[src/rtl/seg7_scan_ctrl.sv]
// seg7_scan_ctrl
// Two-digit multiplexed 7-segment display controller.
//
// Holds a CPU-visible VALUE register and a CTRL register. Each is written
// through the io strobe into a shadow copy. The shadow is copied into an
// "active" copy only at a slot boundary, so a digit never shows half of an
// update. Each slot belongs to one digit. A slot is split into 16 PWM
// phases that set the brightness. A short dead time at the start of each
// slot keeps all commons off, so the previous digit does not ghost.
//
// Ports
//   clk      : system clock
//   reset    : synchronous, active-high
//   wr_en    : one-cycle write strobe
//   wr_sel   : 0 = VALUE register, 1 = CTRL register
//   wr_data  : write data (VALUE uses [15:0], CTRL uses [6:0])
//   rd_sel   : readback select, same encoding as wr_sel
//   rd_data  : registered readback of the selected shadow register
//   seg_o    : segments {dp,g,f,e,d,c,b,a}, polarity set by SEG_ACT_LOW
//   com_o    : digit commons, com_o[0] = right digit, polarity set by COM_ACT_LOW
module seg7_scan_ctrl #(
    parameter int PHASE_LEN   = 3906,
    parameter int DEAD_CYC    = 16,
    parameter int BLINK_SLOTS = 1000,
    parameter bit SEG_ACT_LOW = 1'b1,
    parameter bit COM_ACT_LOW = 1'b1
) (
    input  logic        clk,
    input  logic        reset,
    input  logic        wr_en,
    input  logic        wr_sel,
    input  logic [31:0] wr_data,
    input  logic        rd_sel,
    output logic [31:0] rd_data,
    output logic [7:0]  seg_o,
    output logic [1:0]  com_o
);

    localparam int CYC_W = (PHASE_LEN > 1) ? $clog2(PHASE_LEN) : 1;
    localparam int BLK_W = (BLINK_SLOTS > 1) ? $clog2(BLINK_SLOTS) : 1;
    localparam logic [CYC_W-1:0] CYC_LAST  = CYC_W'(PHASE_LEN - 1);
    localparam logic [CYC_W-1:0] DEAD_LIM  = CYC_W'(DEAD_CYC);
    localparam logic [BLK_W-1:0] BLK_LAST  = BLK_W'(BLINK_SLOTS - 1);
    localparam logic [7:0]       SEG_OFF   = SEG_ACT_LOW ? 8'hFF : 8'h00;
    localparam logic [1:0]       COM_OFF   = COM_ACT_LOW ? 2'b11 : 2'b00;
    localparam logic [6:0]       CTRL_INIT = 7'h3D;

    logic [15:0]      value_sh, value_act, value_next;
    logic [6:0]       ctrl_sh, ctrl_act, ctrl_next;
    logic [CYC_W-1:0] cyc;
    logic [3:0]       phase;
    logic             digit;
    logic [BLK_W-1:0] blink_cnt;
    logic             blink_vis;
    logic             cyc_wrap, slot_end;
    logic             in_dead, digit_on;
    logic [3:0]       cur_nib;
    logic             cur_dp;
    logic [7:0]       pattern;
    logic [1:0]       com_onehot;
    logic [7:0]       seg_next;
    logic [1:0]       com_next;
    logic             unused_wr_bits;

    assign unused_wr_bits = ^wr_data[31:16];

    assign cyc_wrap = (cyc == CYC_LAST);
    assign slot_end = cyc_wrap && (phase == 4'd15);

    // The values the shadows hold after this edge. The active copy also loads
    // from these values, so a write that lands on a slot boundary takes effect
    // in the very next slot.
    assign value_next = (wr_en && !wr_sel) ? wr_data[15:0] : value_sh;
    assign ctrl_next  = (wr_en &&  wr_sel) ? wr_data[6:0]  : ctrl_sh;

    function automatic logic [6:0] hex7(input logic [3:0] n);
        case (n)
            4'h0: hex7 = 7'h3F;
            4'h1: hex7 = 7'h06;
            4'h2: hex7 = 7'h5B;
            4'h3: hex7 = 7'h4F;
            4'h4: hex7 = 7'h66;
            4'h5: hex7 = 7'h6D;
            4'h6: hex7 = 7'h7D;
            4'h7: hex7 = 7'h07;
            4'h8: hex7 = 7'h7F;
            4'h9: hex7 = 7'h6F;
            4'hA: hex7 = 7'h77;
            4'hB: hex7 = 7'h7C;
            4'hC: hex7 = 7'h39;
            4'hD: hex7 = 7'h5E;
            4'hE: hex7 = 7'h79;
            default: hex7 = 7'h71;
        endcase
    endfunction

    always_ff @(posedge clk) begin
        if (reset) begin
            value_sh <= 16'h0000;
            ctrl_sh  <= CTRL_INIT;
        end else begin
            value_sh <= value_next;
            ctrl_sh  <= ctrl_next;
        end
    end

    // Active copies change only at slot boundaries, so a display never tears.
    always_ff @(posedge clk) begin
        if (reset) begin
            value_act <= 16'h0000;
            ctrl_act  <= CTRL_INIT;
        end else if (slot_end) begin
            value_act <= value_next;
            ctrl_act  <= ctrl_next;
        end
    end

    // Scan timing: cycle within phase, phase within slot, digit per slot,
    // and the blink divider, which counts whole slots.
    always_ff @(posedge clk) begin
        if (reset) begin
            cyc       <= '0;
            phase     <= 4'd0;
            digit     <= 1'b0;
            blink_cnt <= '0;
            blink_vis <= 1'b1;
        end else begin
            cyc <= cyc_wrap ? '0 : cyc + 1'b1;
            if (cyc_wrap)
                phase <= phase + 4'd1;
            if (slot_end) begin
                digit <= ~digit;
                if (blink_cnt == BLK_LAST) begin
                    blink_cnt <= '0;
                    blink_vis <= ~blink_vis;
                end else begin
                    blink_cnt <= blink_cnt + 1'b1;
                end
            end
        end
    end

    always_comb begin
        cur_nib    = digit ? value_act[7:4] : value_act[3:0];
        cur_dp     = digit ? value_act[9]   : value_act[8];
        pattern    = ctrl_act[1] ? (digit ? value_act[15:8] : value_act[7:0])
                                 : {cur_dp, hex7(cur_nib)};
        in_dead    = (phase == 4'd0) && (cyc < DEAD_LIM);
        digit_on   = ctrl_act[0] && (phase <= ctrl_act[5:2]) && !in_dead &&
                     (!ctrl_act[6] || blink_vis);
        com_onehot = digit ? 2'b10 : 2'b01;
        seg_next   = digit_on ? (SEG_ACT_LOW ? ~pattern : pattern) : SEG_OFF;
        com_next   = digit_on ? (COM_ACT_LOW ? ~com_onehot : com_onehot) : COM_OFF;
    end

    always_ff @(posedge clk) begin
        if (reset) begin
            seg_o   <= SEG_OFF;
            com_o   <= COM_OFF;
            rd_data <= 32'h0;
        end else begin
            seg_o   <= seg_next;
            com_o   <= com_next;
            rd_data <= rd_sel ? {25'd0, ctrl_sh} : {16'd0, value_sh};
        end
    end

endmodule

[config.mk]
export PLATFORM = sky130hd
export DESIGN_NAME = seg7_scan_ctrl
export DESIGN_NICKNAME = d
export VERILOG_FILES = /design/src/rtl/seg7_scan_ctrl.sv
export SDC_FILE = /design/constraint.sdc
export NUM_CORES = 1
export LEC_CHECK = 0
export ABC_AREA = 1
export ABC_CLOCK_PERIOD_IN_PS = 2000
export CORE_ASPECT_RATIO = 1.1
export CORE_MARGIN = 2
export CORE_UTILIZATION = 50
export CTS_CLUSTER_DIAMETER = 60
export DETAILED_ROUTE_END_ITERATION = 6
export GPL_TIMING_DRIVEN = 0
export MAX_ROUTING_LAYER = met4
export PLACE_DENSITY_LB_ADDON = 0.2
export REMOVE_ABC_BUFFERS = 1
export SYNTH_ARGS = -nofsm -noshare
export SYNTH_HDL_FRONTEND = slang
export SYNTH_SLANG_ARGS = --single-unit
[constraint.sdc]
create_clock -name clk -period 2 [get_ports clk]
set_input_delay 0.5 -clock clk [delete_from_list [all_inputs] [get_ports clk]]
set_output_delay 0.5 -clock clk [all_outputs]
set_load 0.05 [all_outputs]
==> summary.md <==
| Metric | Value |
|---|---|
| CTS tree | `built` |
| Reg2reg path depth | `8` |
| Yosys top cell area share | `43.72%` |
| Result of the run | `complete, no violations` |
| P&R area growth vs syn | `14.84%` |
| TritonRoute pass-1 iters | `4` |
| Top-count cell post-synth | `nand2_1` |
| Post-synth top area cell | `dfxtp_1` |
| Design Area, Final | `~0.0053 mm^2` |
| Diode count | `0` |
| CP Launch Type | `flip-flop` |
| Worst R2R Start | `digit$_SDFFE_PP0P_` |
| WL final | `9476 um` |
| Ranking of synthesized cells by area | `dfxtp_1 (44%), nand2_1 (13%), inv_1 (6.4%), a21oi_1 (5.0%), nor2_1 (4.3%)` |
| Routed WL per cell | `approximately 12 um` |
| Residual DRC | `0` |
| Pwr dens | `between 700 and 800 mW/mm^2` |
| Chip Width | `95.25 um` |
| CTS max path bufs | `2` |
| Multi-input logic area | `0.002098 mm^2` |
| YS warnings | `0` |
| Commonest cells in the synthesized netlist | `nand2_1 (153), dfxtp_1 (100), inv_1 (78)` |
| Hold Crit Class | `flip-flop to flip-flop` |
| Largest family of logic cells by synthesized area | `simple AND/OR/NAND/NOR gates` |
| CP Max Fanout | `17` |
| Synth async-reset ratio | `0%` |
| GRT Residual Overflow | `0` |
| Die height | `between 100 and 150 um` |
| Post-synthesis simple-gate area fraction | `between 20% and 30%` |
| First-iteration detailed-routing DRC count | `roughly 160` |
| Clock slew at the register clock pins of the worst setup and hold paths | `0.10 ns` |
| Crit path capture type | `flip-flop` |
| Fin crit share | `between 80% and 90%` |
| Vias | `3874` |
| Via density | `roughly 5.0` |
| First-pass GRT wire length | `between 15000 and 20000 um` |
| # rows | `36` |
| Top_reg_cell synth | `dfxtp_1` |
| Hold path cells | `2` |
| WS Path Type | `flip-flop to flip-flop` |
| H-tree Lvls | `3` |
| Tot GR Track Use | `between 20% and 30%` |
| Leak pwr | `2.354 nW` |
| Hold endpoint | `rd_data[7]$_SDFF_PP0_` |
| Final nets | `between 700 and 800` |
| VDD IR max | `around 0.45 mV` |
| Final setup viols | `0` |
| Final number of hold-violating endpoints | `0` |
| Initial Util | `roughly 52%` |
| Xor/xnor cell area share of the yosys netlist | `less than 1%` |
| Hold Buf Count CTS | `0` |
| Final Core Density | `59.26%` |
| Min Tclk post-route | `between 1.5 and 2 ns` |
| DP Area | `~0.005 mm^2` |
| Root Buffer | `clkbuf_8` |
| Worst slew margin | `a little over three fifths` |
| Max-cap viol count | `0` |
| Synth cell types | `35` |
| Layout cells sized above 1 | `7.564%` |
| TritonCTS buffer count | `9` |
| Average size of a mapped cell | `about 7.4 um^2` |
| Number of flops mapped to enable cells by yosys | `0` |
| Reg area | `about 0.002 mm^2` |
| Layout fillers | `roughly 860` |
| Critical path data arrival time | `roughly 2.0 ns` |
| Slew Limit Fails | `0` |
| Antenna violations before repair | `0` |
| Post-DP HPWL | `roughly 6500 um` |
| Post-synthesis compound-gate area fraction | `between 10% and 20%` |
| # IOs | `79` |
| Area of the die | `0.009941 mm^2` |
| Adder and majority gate portion of the synthesized area | `roughly 4.1%` |
| GPL Wtd Cong | `~0.93` |
| Post-synthesis mux area share | `under 10%` |
| Vias in the first global route | `roughly 3500` |
| Worst Tran Pin Value | `~0.55 ns` |
| Clock Sinks | `100` |
| Syn Inst Count | `621` |
| Post-Route Skew | `0.007576 ns` |
| Port Buffers | `46` |
| R2R Setup Slk | `approximately 0.22 ns` |
| Skew-Pair Late Insertion Delay | `0.37 ns` |
| Reg2reg end | `seg_o[5]$_SDFF_PP1_` |
| Antenna Nets Post-Route | `0` |
| Largest net degree at the start of global routing | `42` |
| Critical path required time | `approximately 2.3 ns` |
| Seq cells post-synth | `100` |
| Core area | `0.008874 mm^2` |
| Post-Syn Area | `0.004579 mm^2` |
| Unrepaired setup endpoints after global routing | `false` |
| Min-delay src | `value_sh[7]$_SDFF_PP0_` |
| F_max | `563.0 MHz` |
| Sequential area share after synthesis | `between 40% and 50%` |
[how the worst max path moves through the flow]
| stage | startpoint | endpoint | slack (ns) | cells after the start |
|---|---|---|---|---|
| 4_1_cts | seg_o[2]$_SDFF_PP1_ | seg_o[2] | 0.003 | 1 |
| 6_report | digit$_SDFFE_PP0P_ | seg_o[5]$_SDFF_PP1_ | 0.22 | 8 |
| 3_5_place_dp | cyc[0]$_SDFF_PP0_ | blink_vis$_SDFFE_PP1P_ | -0.55 | 8 |
| 5_1_grt | digit$_SDFFE_PP0P_ | seg_o[6]$_SDFF_PP1_ | 0.02 | 8 |
| 2_1_floorplan | cyc[0]$_SDFF_PP0_ | blink_vis$_SDFFE_PP1P_ | 0.06 | 8 |
| 3_3_place_gp | reset | seg_o[7]$_SDFF_PP1_ | -2.43 | 7 |
[worst max-delay path: stages (launching register included)]
cell and delay (ns):
dfxtp_4 0.47, inv_4 0.10, o21ai_2 0.25, inv_1 0.16, ha_1 0.24, nand2_1 0.11
nand3_1 0.09, a22oi_1 0.19, nand2_1 0.07
[cell usage in the layout, fill, tap and decap left out, drive strengths merged]
| master | instances |
|---|---|
| clkinvlp | 4 |
| buf | 3 |
| nand3 | 25 |
| a21o | 1 |
| nand2 | 157 |
| or2 | 3 |
| nor3 | 5 |
| nor3b | 3 |
| dlygate4sd2 | 17 |
| nor2 | 56 |
| ha | 15 |
| dlymetal6s2s | 9 |
| dfxtp | 100 |
| conb | 16 |
| xnor2 | 1 |
| o211ai | 5 |
| o21bai | 2 |
| nand3b | 4 |
| o21ai | 43 |
| bufinv | 1 |
| a211oi | 2 |
| xor2 | 4 |
| a22oi | 2 |
| a21oi | 57 |
| mux2i | 5 |
| clkdlybuf4s50 | 19 |
| inv | 84 |
| nand4 | 8 |
| clkbuf | 9 |
| clkinv | 1 |
[cell families after synthesis]
family          count (synthesis)
compound gates                112
flops                         100
buf+inv                       123
fa+ha+maj                      15
xor+xnor                        5
simple gates                  260
other cells                     1
mux                             5
[layer usage]
metal  part of all wire [%]  GRT usage, %
met4                    1.1         6.418
met2                     49         32.34
met5                      0             -
met3                    3.3         3.913
met1                     46         27.30
[stage by stage]
step / hold WS (ns) / cells / power, mW / setup slack (ns) / setup TNS (ns)
after floorplan: 0.4160 / 596 / 2.328 / 0.05520 / 0
after global placement: 0.4244 / 756 / 2.450 / -2.428 / -142.25
after detailed placement: 0.4306 / 757 / 2.460 / -0.5518 / -24.04
after CTS: 0.4458 / 775 / 3.786 / 0.002933 / 0
after global routing: 0.4671 / 775 / 3.900 / 0.01750 / 0
final: 0.4431 / 775 / 3.749 / 0.2238 / 0
[timing repair]
item / in CTS / in global routing
endpoints found under the setup margin: 60 / 17
buffers inserted: 1 / 0
gates cloned: 1 / 0
resized for setup: 24 / 12
pin swaps: 1 / 0
[power by group]
| part | internal (mW) | switching [mW] | total, mW | leakage (nW) |
|---|---|---|---|---|
| registers | 2.04 | 0.0154 | 2.05 | 0.814 |
| clock network | 0.600 | 0.750 | 1.35 | 0.0959 |
| logic | 0.0944 | 0.253 | 0.347 | 1.44 |
[flip-flops by register name, summed over array words and instances (netlist names), 7 cells and up]
name       count
value_act     16
cyc           12
seg_o          8
value_sh      16
rd_data       16
ctrl_act       7
ctrl_sh        7
blink_cnt     10
[final cells by class]
type	count	share of cell area, %
Sequential cell	100	38.14
Inverter	83	6.091
Tap cell	114	2.712
Clock inverter	7	1.594
Multi-Input combinational cell	414	39.90
Timing Repair Buffer	48	9.208
Clock buffer	9	2.355
Note: power is estimated with default switching activity, not from simulation.
